--- src/rtl/serdes_pkg.sv ---
// Shared definitions for the PISO serializer and its downstream SIPO partner.
package serdes_pkg;

  typedef enum logic [1:0] {
    IDLE,
    SHIFT,
    GAP
  } serdes_state_e;

  localparam int unsigned SERDES_WIDTH = 4;
  localparam int unsigned SERDES_GAP   = 0;

  // Gap counter is fixed at 4 bits, enough for the 0..15 gap range.
  localparam int unsigned SERDES_GAP_CNT_W = 4;

endpackage

--- src/rtl/piso_serializer_if.sv ---
// Parallel-word handshake plus serial frame outputs of the PISO serializer.
interface piso_serializer_if
  import serdes_pkg::*;
#(
  parameter int unsigned WIDTH = SERDES_WIDTH
) ();

  logic [WIDTH-1:0] din;
  logic             din_valid;
  logic             din_ready;
  logic             sout;
  logic             sout_valid;
  logic             sout_last;
  logic             busy;

  // Upstream word source that also observes the serial stream.
  modport master (
    output din,
    output din_valid,
    input  din_ready,
    input  sout,
    input  sout_valid,
    input  sout_last,
    input  busy
  );

  // The serializer itself.
  modport slave (
    input  din,
    input  din_valid,
    output din_ready,
    output sout,
    output sout_valid,
    output sout_last,
    output busy
  );

endinterface

--- src/rtl/piso_shift_reg.sv ---
// Loadable shift register; presents the next bit to send on sout.
module piso_shift_reg #(
  parameter int unsigned WIDTH     = 4,
  parameter bit          MSB_FIRST = 1'b1
) (
  input  logic             clk,
  input  logic             rst,
  input  logic             load,
  input  logic             shift,
  input  logic [WIDTH-1:0] din,
  output logic             sout
);

  logic [WIDTH-1:0] sreg_q;

  // Load wins over shift so a back-to-back word replaces the spent one.
  always_ff @(posedge clk) begin
    if (rst) begin
      sreg_q <= '0;
    end else if (load) begin
      sreg_q <= din;
    end else if (shift) begin
      if (MSB_FIRST) begin
        sreg_q <= {sreg_q[WIDTH-2:0], 1'b0};
      end else begin
        sreg_q <= {1'b0, sreg_q[WIDTH-1:1]};
      end
    end
  end

  assign sout = MSB_FIRST ? sreg_q[WIDTH-1] : sreg_q[0];

endmodule

--- src/rtl/piso_serializer.sv ---
// Parallel-in serial-out stage: valid/ready word in, framed bit stream out.
module piso_serializer
  import serdes_pkg::*;
#(
  parameter int unsigned WIDTH      = SERDES_WIDTH,
  parameter bit          MSB_FIRST  = 1'b1,
  parameter int unsigned GAP_CYCLES = SERDES_GAP
) (
  input  logic              clk,
  input  logic              rst,
  piso_serializer_if.slave  bus
);

  localparam int unsigned CntW = $clog2(WIDTH);
  localparam logic [CntW-1:0] CntLast = CntW'(WIDTH - 1);
  localparam logic [SERDES_GAP_CNT_W-1:0] GapLast = SERDES_GAP_CNT_W'(GAP_CYCLES - 1);

  serdes_state_e               state_q;
  logic [CntW-1:0]             bit_cnt_q;
  logic [CntW-1:0]             bit_cnt_inc;
  logic [SERDES_GAP_CNT_W-1:0] gap_cnt_q;
  logic                        din_ready_q;
  logic                        sout_valid_q;
  logic                        sout_last_q;
  logic                        busy_q;
  logic                        accept;
  logic                        sreg_bit;

  // din_ready comes straight from a flop, so accept never loops back into it.
  assign accept      = bus.din_valid & din_ready_q;
  assign bit_cnt_inc = bit_cnt_q + 1'b1;

  piso_shift_reg #(
    .WIDTH     (WIDTH),
    .MSB_FIRST (MSB_FIRST)
  ) u_shift_reg (
    .clk   (clk),
    .rst   (rst),
    .load  (accept),
    .shift (state_q == SHIFT),
    .din   (bus.din),
    .sout  (sreg_bit)
  );

  always_ff @(posedge clk) begin
    if (rst) begin
      state_q      <= IDLE;
      bit_cnt_q    <= '0;
      gap_cnt_q    <= '0;
      din_ready_q  <= 1'b1;
      sout_valid_q <= 1'b0;
      sout_last_q  <= 1'b0;
      busy_q       <= 1'b0;
    end else begin
      unique case (state_q)
        IDLE: begin
          if (accept) begin
            state_q      <= SHIFT;
            bit_cnt_q    <= '0;
            din_ready_q  <= 1'b0;
            sout_valid_q <= 1'b1;
            sout_last_q  <= 1'b0;
            busy_q       <= 1'b1;
          end
        end
        SHIFT: begin
          if (bit_cnt_q == CntLast) begin
            bit_cnt_q <= '0;
            if (GAP_CYCLES != 0) begin
              state_q      <= GAP;
              gap_cnt_q    <= '0;
              din_ready_q  <= 1'b0;
              sout_valid_q <= 1'b0;
              sout_last_q  <= 1'b0;
              busy_q       <= 1'b1;
            end else if (accept) begin
              state_q      <= SHIFT;
              din_ready_q  <= 1'b0;
              sout_valid_q <= 1'b1;
              sout_last_q  <= 1'b0;
              busy_q       <= 1'b1;
            end else begin
              state_q      <= IDLE;
              din_ready_q  <= 1'b1;
              sout_valid_q <= 1'b0;
              sout_last_q  <= 1'b0;
              busy_q       <= 1'b0;
            end
          end else begin
            bit_cnt_q   <= bit_cnt_inc;
            sout_last_q <= (bit_cnt_inc == CntLast);
            // Open the handshake on the final bit only when frames may abut.
            din_ready_q <= (bit_cnt_inc == CntLast) && (GAP_CYCLES == 0);
          end
        end
        GAP: begin
          if (gap_cnt_q == GapLast) begin
            state_q     <= IDLE;
            gap_cnt_q   <= '0;
            din_ready_q <= 1'b1;
            busy_q      <= 1'b0;
          end else begin
            gap_cnt_q <= gap_cnt_q + 1'b1;
          end
        end
        default: begin
          state_q      <= IDLE;
          din_ready_q  <= 1'b1;
          sout_valid_q <= 1'b0;
          sout_last_q  <= 1'b0;
          busy_q       <= 1'b0;
        end
      endcase
    end
  end

  // Gating with the valid flop keeps sout at 0 outside frames.
  assign bus.sout       = sout_valid_q & sreg_bit;
  assign bus.sout_valid = sout_valid_q;
  assign bus.sout_last  = sout_last_q;
  assign bus.din_ready  = din_ready_q;
  assign bus.busy       = busy_q;

endmodule

--- src/flat_wrapper.sv ---
// flat-port wrapper written by rule: the top's interface ports become plain ports
module piso_serializer_flat import serdes_pkg::*;
#(
  parameter int unsigned WIDTH      = SERDES_WIDTH,
  parameter bit          MSB_FIRST  = 1'b1,
  parameter int unsigned GAP_CYCLES = SERDES_GAP
)
  (clk, rst, bus_din, bus_din_valid, bus_din_ready, bus_sout, bus_sout_valid, bus_sout_last, bus_busy);
  piso_serializer_if #(.WIDTH(WIDTH)) bus_i ();
  input  logic clk;
  input  logic rst;
  input wire logic [$bits(bus_i.din)-1:0] bus_din;
  input wire logic [$bits(bus_i.din_valid)-1:0] bus_din_valid;
  output wire logic [$bits(bus_i.din_ready)-1:0] bus_din_ready;
  output wire logic [$bits(bus_i.sout)-1:0] bus_sout;
  output wire logic [$bits(bus_i.sout_valid)-1:0] bus_sout_valid;
  output wire logic [$bits(bus_i.sout_last)-1:0] bus_sout_last;
  output wire logic [$bits(bus_i.busy)-1:0] bus_busy;
  assign bus_i.din = bus_din;
  assign bus_i.din_valid = bus_din_valid;
  assign bus_din_ready = bus_i.din_ready;
  assign bus_sout = bus_i.sout;
  assign bus_sout_valid = bus_i.sout_valid;
  assign bus_sout_last = bus_i.sout_last;
  assign bus_busy = bus_i.busy;
  piso_serializer #(.WIDTH(WIDTH), .MSB_FIRST(MSB_FIRST), .GAP_CYCLES(GAP_CYCLES)) u_core (.clk(clk), .rst(rst), .bus(bus_i));
endmodule
--- config.mk ---
export PLATFORM = sky130hd
export DESIGN_NAME = piso_serializer_flat
export DESIGN_NICKNAME = d
export VERILOG_FILES = /design/src/rtl/serdes_pkg.sv /design/src/rtl/piso_serializer_if.sv /design/src/rtl/piso_shift_reg.sv /design/src/rtl/piso_serializer.sv /design/src/flat_wrapper.sv
export SDC_FILE = /design/constraint.sdc
export NUM_CORES = 1
export LEC_CHECK = 0
export ABC_AREA = 0
export CAP_MARGIN = 20
export CORE_MARGIN = 3
export CORE_UTILIZATION = 30
export CTS_BUF_LIST = sky130_fd_sc_hd__clkbuf_4
export DETAILED_ROUTE_END_ITERATION = 7
export DONT_BUFFER_PORTS = 1
export GPL_ROUTABILITY_DRIVEN = 0
export GPL_TIMING_DRIVEN = 0
export SYNTH_ARGS = -nofsm -noshare
export SYNTH_HDL_FRONTEND = slang
export SYNTH_SLANG_ARGS = --single-unit
--- constraint.sdc ---
create_clock -name clk -period 1.4 [get_ports clk]
set_input_delay 0.14 -clock clk [delete_from_list [all_inputs] [get_ports clk]]
set_output_delay 0.14 -clock clk [all_outputs]
set_load 0.02 [all_outputs]
==> metrics.md <==
| Metric | Value |
|---|---|
| Syn nets | 56 |
| Post_cts resized | 0 |
| YS warnings | 0 |
| H-tree levels | 1 |
| DR vias | 330 |
| Root Driver | clkbuf_4 |
| Top Family by Delay on Critical Path | flip-flops |
| Die Y | about 44 µm |
| Setup-failing EPs final | 0 |
| Longest Clk Path Bufs | 2 |
| Synth area leaders | dfxtp_1, a211oi_2, mux2i_1 |
| Largest net degree at the start of global routing | 11 |
| CTS tree | built |
| Highest Clock Rate | around 760 MHz |
| Nets | 61 |
| Final Non-Filler Cells | 66 |
| FILL cells | around 150 |
| Post-route ant nets | 0 |
| Internal | 445 µW |
| Max cap viols | 0 |
| Synth Cell Area | between 400 and 500 µm² |
| Synth Register Bits | 9 |
| Layout cell share with drive strength beyond 1 | 19.6% |
| Worst hold path type | primary input to flop |
| RSZ-0062 raised after global routing | false |
| Drt drc | 0 |
| Crit Path Max Fanout | 10 |
| Wire per inst | 11.5 µm |
| Detailed-route wire length | 760 µm |
| I/O pin count | 12 |
| Fin crit share | between 90% and 100% |
| Area growth syn-to-layout | 11.2% |
| Clock share of power | around 36% |
| Placed cell count | 62 |
| Slew Viols, Final | 0 |
| Most frequent cells in the layout | dfxtp_1, nand3_1, a21oi_1 |
| Initial DRC count | 10 |
| Leakage | approximately 0.19 nW |
| Critical path capture point type | primary output |
| Comb power frac | about 15% |
| Synth Area in Adders | 5.75% |
| Tmin final | approximately 1.3 ns |
| Initial antenna violation count | 0 |
| Clock-pin slew on the worst setup and hold paths | approximately 0.06 ns |
| Vias per cell | about 5.0 |
| # hold bufs at CTS | 0 |
| Setup Skew | around 0.0036 ns |
| Rows | 13 |
| Outcome | finished, final reports clean |
| Inserted Diodes | 0 |
| Vias in the first global route | around 300 |
| Post-layout util | 36.3% |
| Total grt overflow | 0 |
| Startpoint types | flop |
| Rel. slew slack | a little over two thirds |
| Post-CTS setup buffer count | 0 |
| GR Util All Layers | about a tenth |
| Fin. Hold Viols | 0 |
| Largest family of logic cells by synthesized area | compound AO/OA/AOI/OAI gates |
| Worst-Margin Slew | roughly 0.45 ns |
| Post-synth top area share | a little over 40% |
| Die footprint | approximately 1900 µm² |
| Share of power burned in registers | 49.2% |
| CORE AREA | about 1300 µm² |
| Initial core utilization | between 30% and 40% |
| CP Cell Sequence | buf_6 -> and2_1 |
| Pwr dens | ~1200 nW/µm² |
| Fin Hold WS | 0.0474 ns |
| PortBufs | 0 |
| Peak supply drop | just over 0.8 mV |
| First-pass GRT wire length | roughly 1300 µm |
| Die Wd | approximately 44 µm |
| Crit path DAT | 1.17 ns |
| Worst Path Buf+Inv | 1 |
| Sequential area share after synthesis | 41.4% |
| Post-synthesis mux area share | 6.90% |
| Switching Fraction | 26.1% |
| Simple-gate share of the synthesized area | between 10% and 20% |
| CP peak stage delay | approximately 0.47 ns |
| Final setup TNS | 0 ns |
| Num CTS Buffers | 3 |
| CP required | ~1.3 ns |
| Synth Area per Inst | 9.26 µm² |
| Worst-skew pair later-pin latency | approximately 0.26 ns |
| Mapped Cells | 47 |
| Yosys cell types | 18 |
| Drt pass-1 iters | 4 |
| Tot Pwr | 603 µW |
| Worst path slowest cell | dfxtp_1 |
| Cell accounting for the most synthesized area | dfxtp_1 |
| Clock sinks | 9 |
| Most common cell after layout, fill and taps aside | dfxtp_1 |
| Critical path type | flop to primary output |
| Area fraction in compound gates after synthesis | between 10% and 20% |
| DP Wirelength | between 500 and 600 µm |
| Synth Area in XOR/XNOR | 0% |
| Net Sw Power | ~160 µW |
power by group through the flow:
stage / clock, mW / combinational [mW] / sequential [mW]
2_1_floorplan: 0 / 0.0781 / 0.300
3_3_place_gp: 0 / 0.0886 / 0.303
3_5_place_dp: 0 / 0.0897 / 0.303
4_1_cts: 0.231 / 0.0899 / 0.297
5_1_grt: 0.248 / 0.0980 / 0.300
6_report: 0.218 / 0.0883 / 0.297
flip-flops by register name, indices dropped and copies added, names as in the netlist:
name	cells
u_core.u_shift_reg.sreg_q	4
u_core.bus.din_ready	1
u_core.bus.sout_last	1
u_core.bit_cnt_q	2
u_core.state_q	1
routing by layer:
metal,global-route usage [%],share of wire [%]
met1,10.5,41
met2,14.2,45
met3,7.72,13
met4,1.81,0
met5,0,0
path summary, 6_finish.rpt:
path,startpoint,to,slack [ns],depth (start not counted)
max,u_core.state_q[0]$_SDFFE_PP0P_,bus_sout,0.09,2
min,bus_din[0],u_core.u_shift_reg.sreg_q[0]$_SDFFE_PP0P_,0.05,2
max reg2reg,u_core.bus.din_ready$_SDFFE_PP1P_,u_core.bit_cnt_q[0]$_SDFFE_PP0P_,0.25,4
min reg2reg,u_core.u_shift_reg.sreg_q[0]$_SDFFE_PP0P_,u_core.u_shift_reg.sreg_q[0]$_SDFFE_PP0P_,0.49,2
final cells by class:
class                   count  area (µm²)  area share, %
plain buffers               4        33.8           6.98
well taps                  15        18.8           3.88
multi-input cells          31         210           43.4
inverters                   3        11.3           2.33
flip-flops and latches      9         180           37.2
clock buffers               4        30.0           6.20
cells by family after synthesis:
group                    Yosys count
AND/OR/NAND/NOR                   15
AO/OA/AOI/OAI                     11
adder cells (fa/ha/maj)            2
multiplexers                       3
buffers and inverters              7
flip-flops                         9
cell usage after synthesis:
cell type and number:
a211oi_2 3, a21oi_1 5, a31oi_1 1, and2_1 1
buf_4 1, buf_6 2, clkbuf_1 1, dfxtp_1 9
ha_1 2, inv_1 3, mux2i_1 3, nand2_1 2
nand2b_1 2, nand3_1 5, nor2_1 4, nor3b_1 1
o21ai_0 1, o21bai_1 1
metrics by stage:
stage / instance area (µm²) / worst slack [ns]
5_1_grt: 484 / 0.0460
4_1_cts: 484 / 0.0731
6_report: 484 / 0.0915
3_5_place_dp: 454 / 0.251
3_3_place_gp: 454 / 0.245
2_1_floorplan: 435 / 0.339
Power figures use the tool's default switching activity.
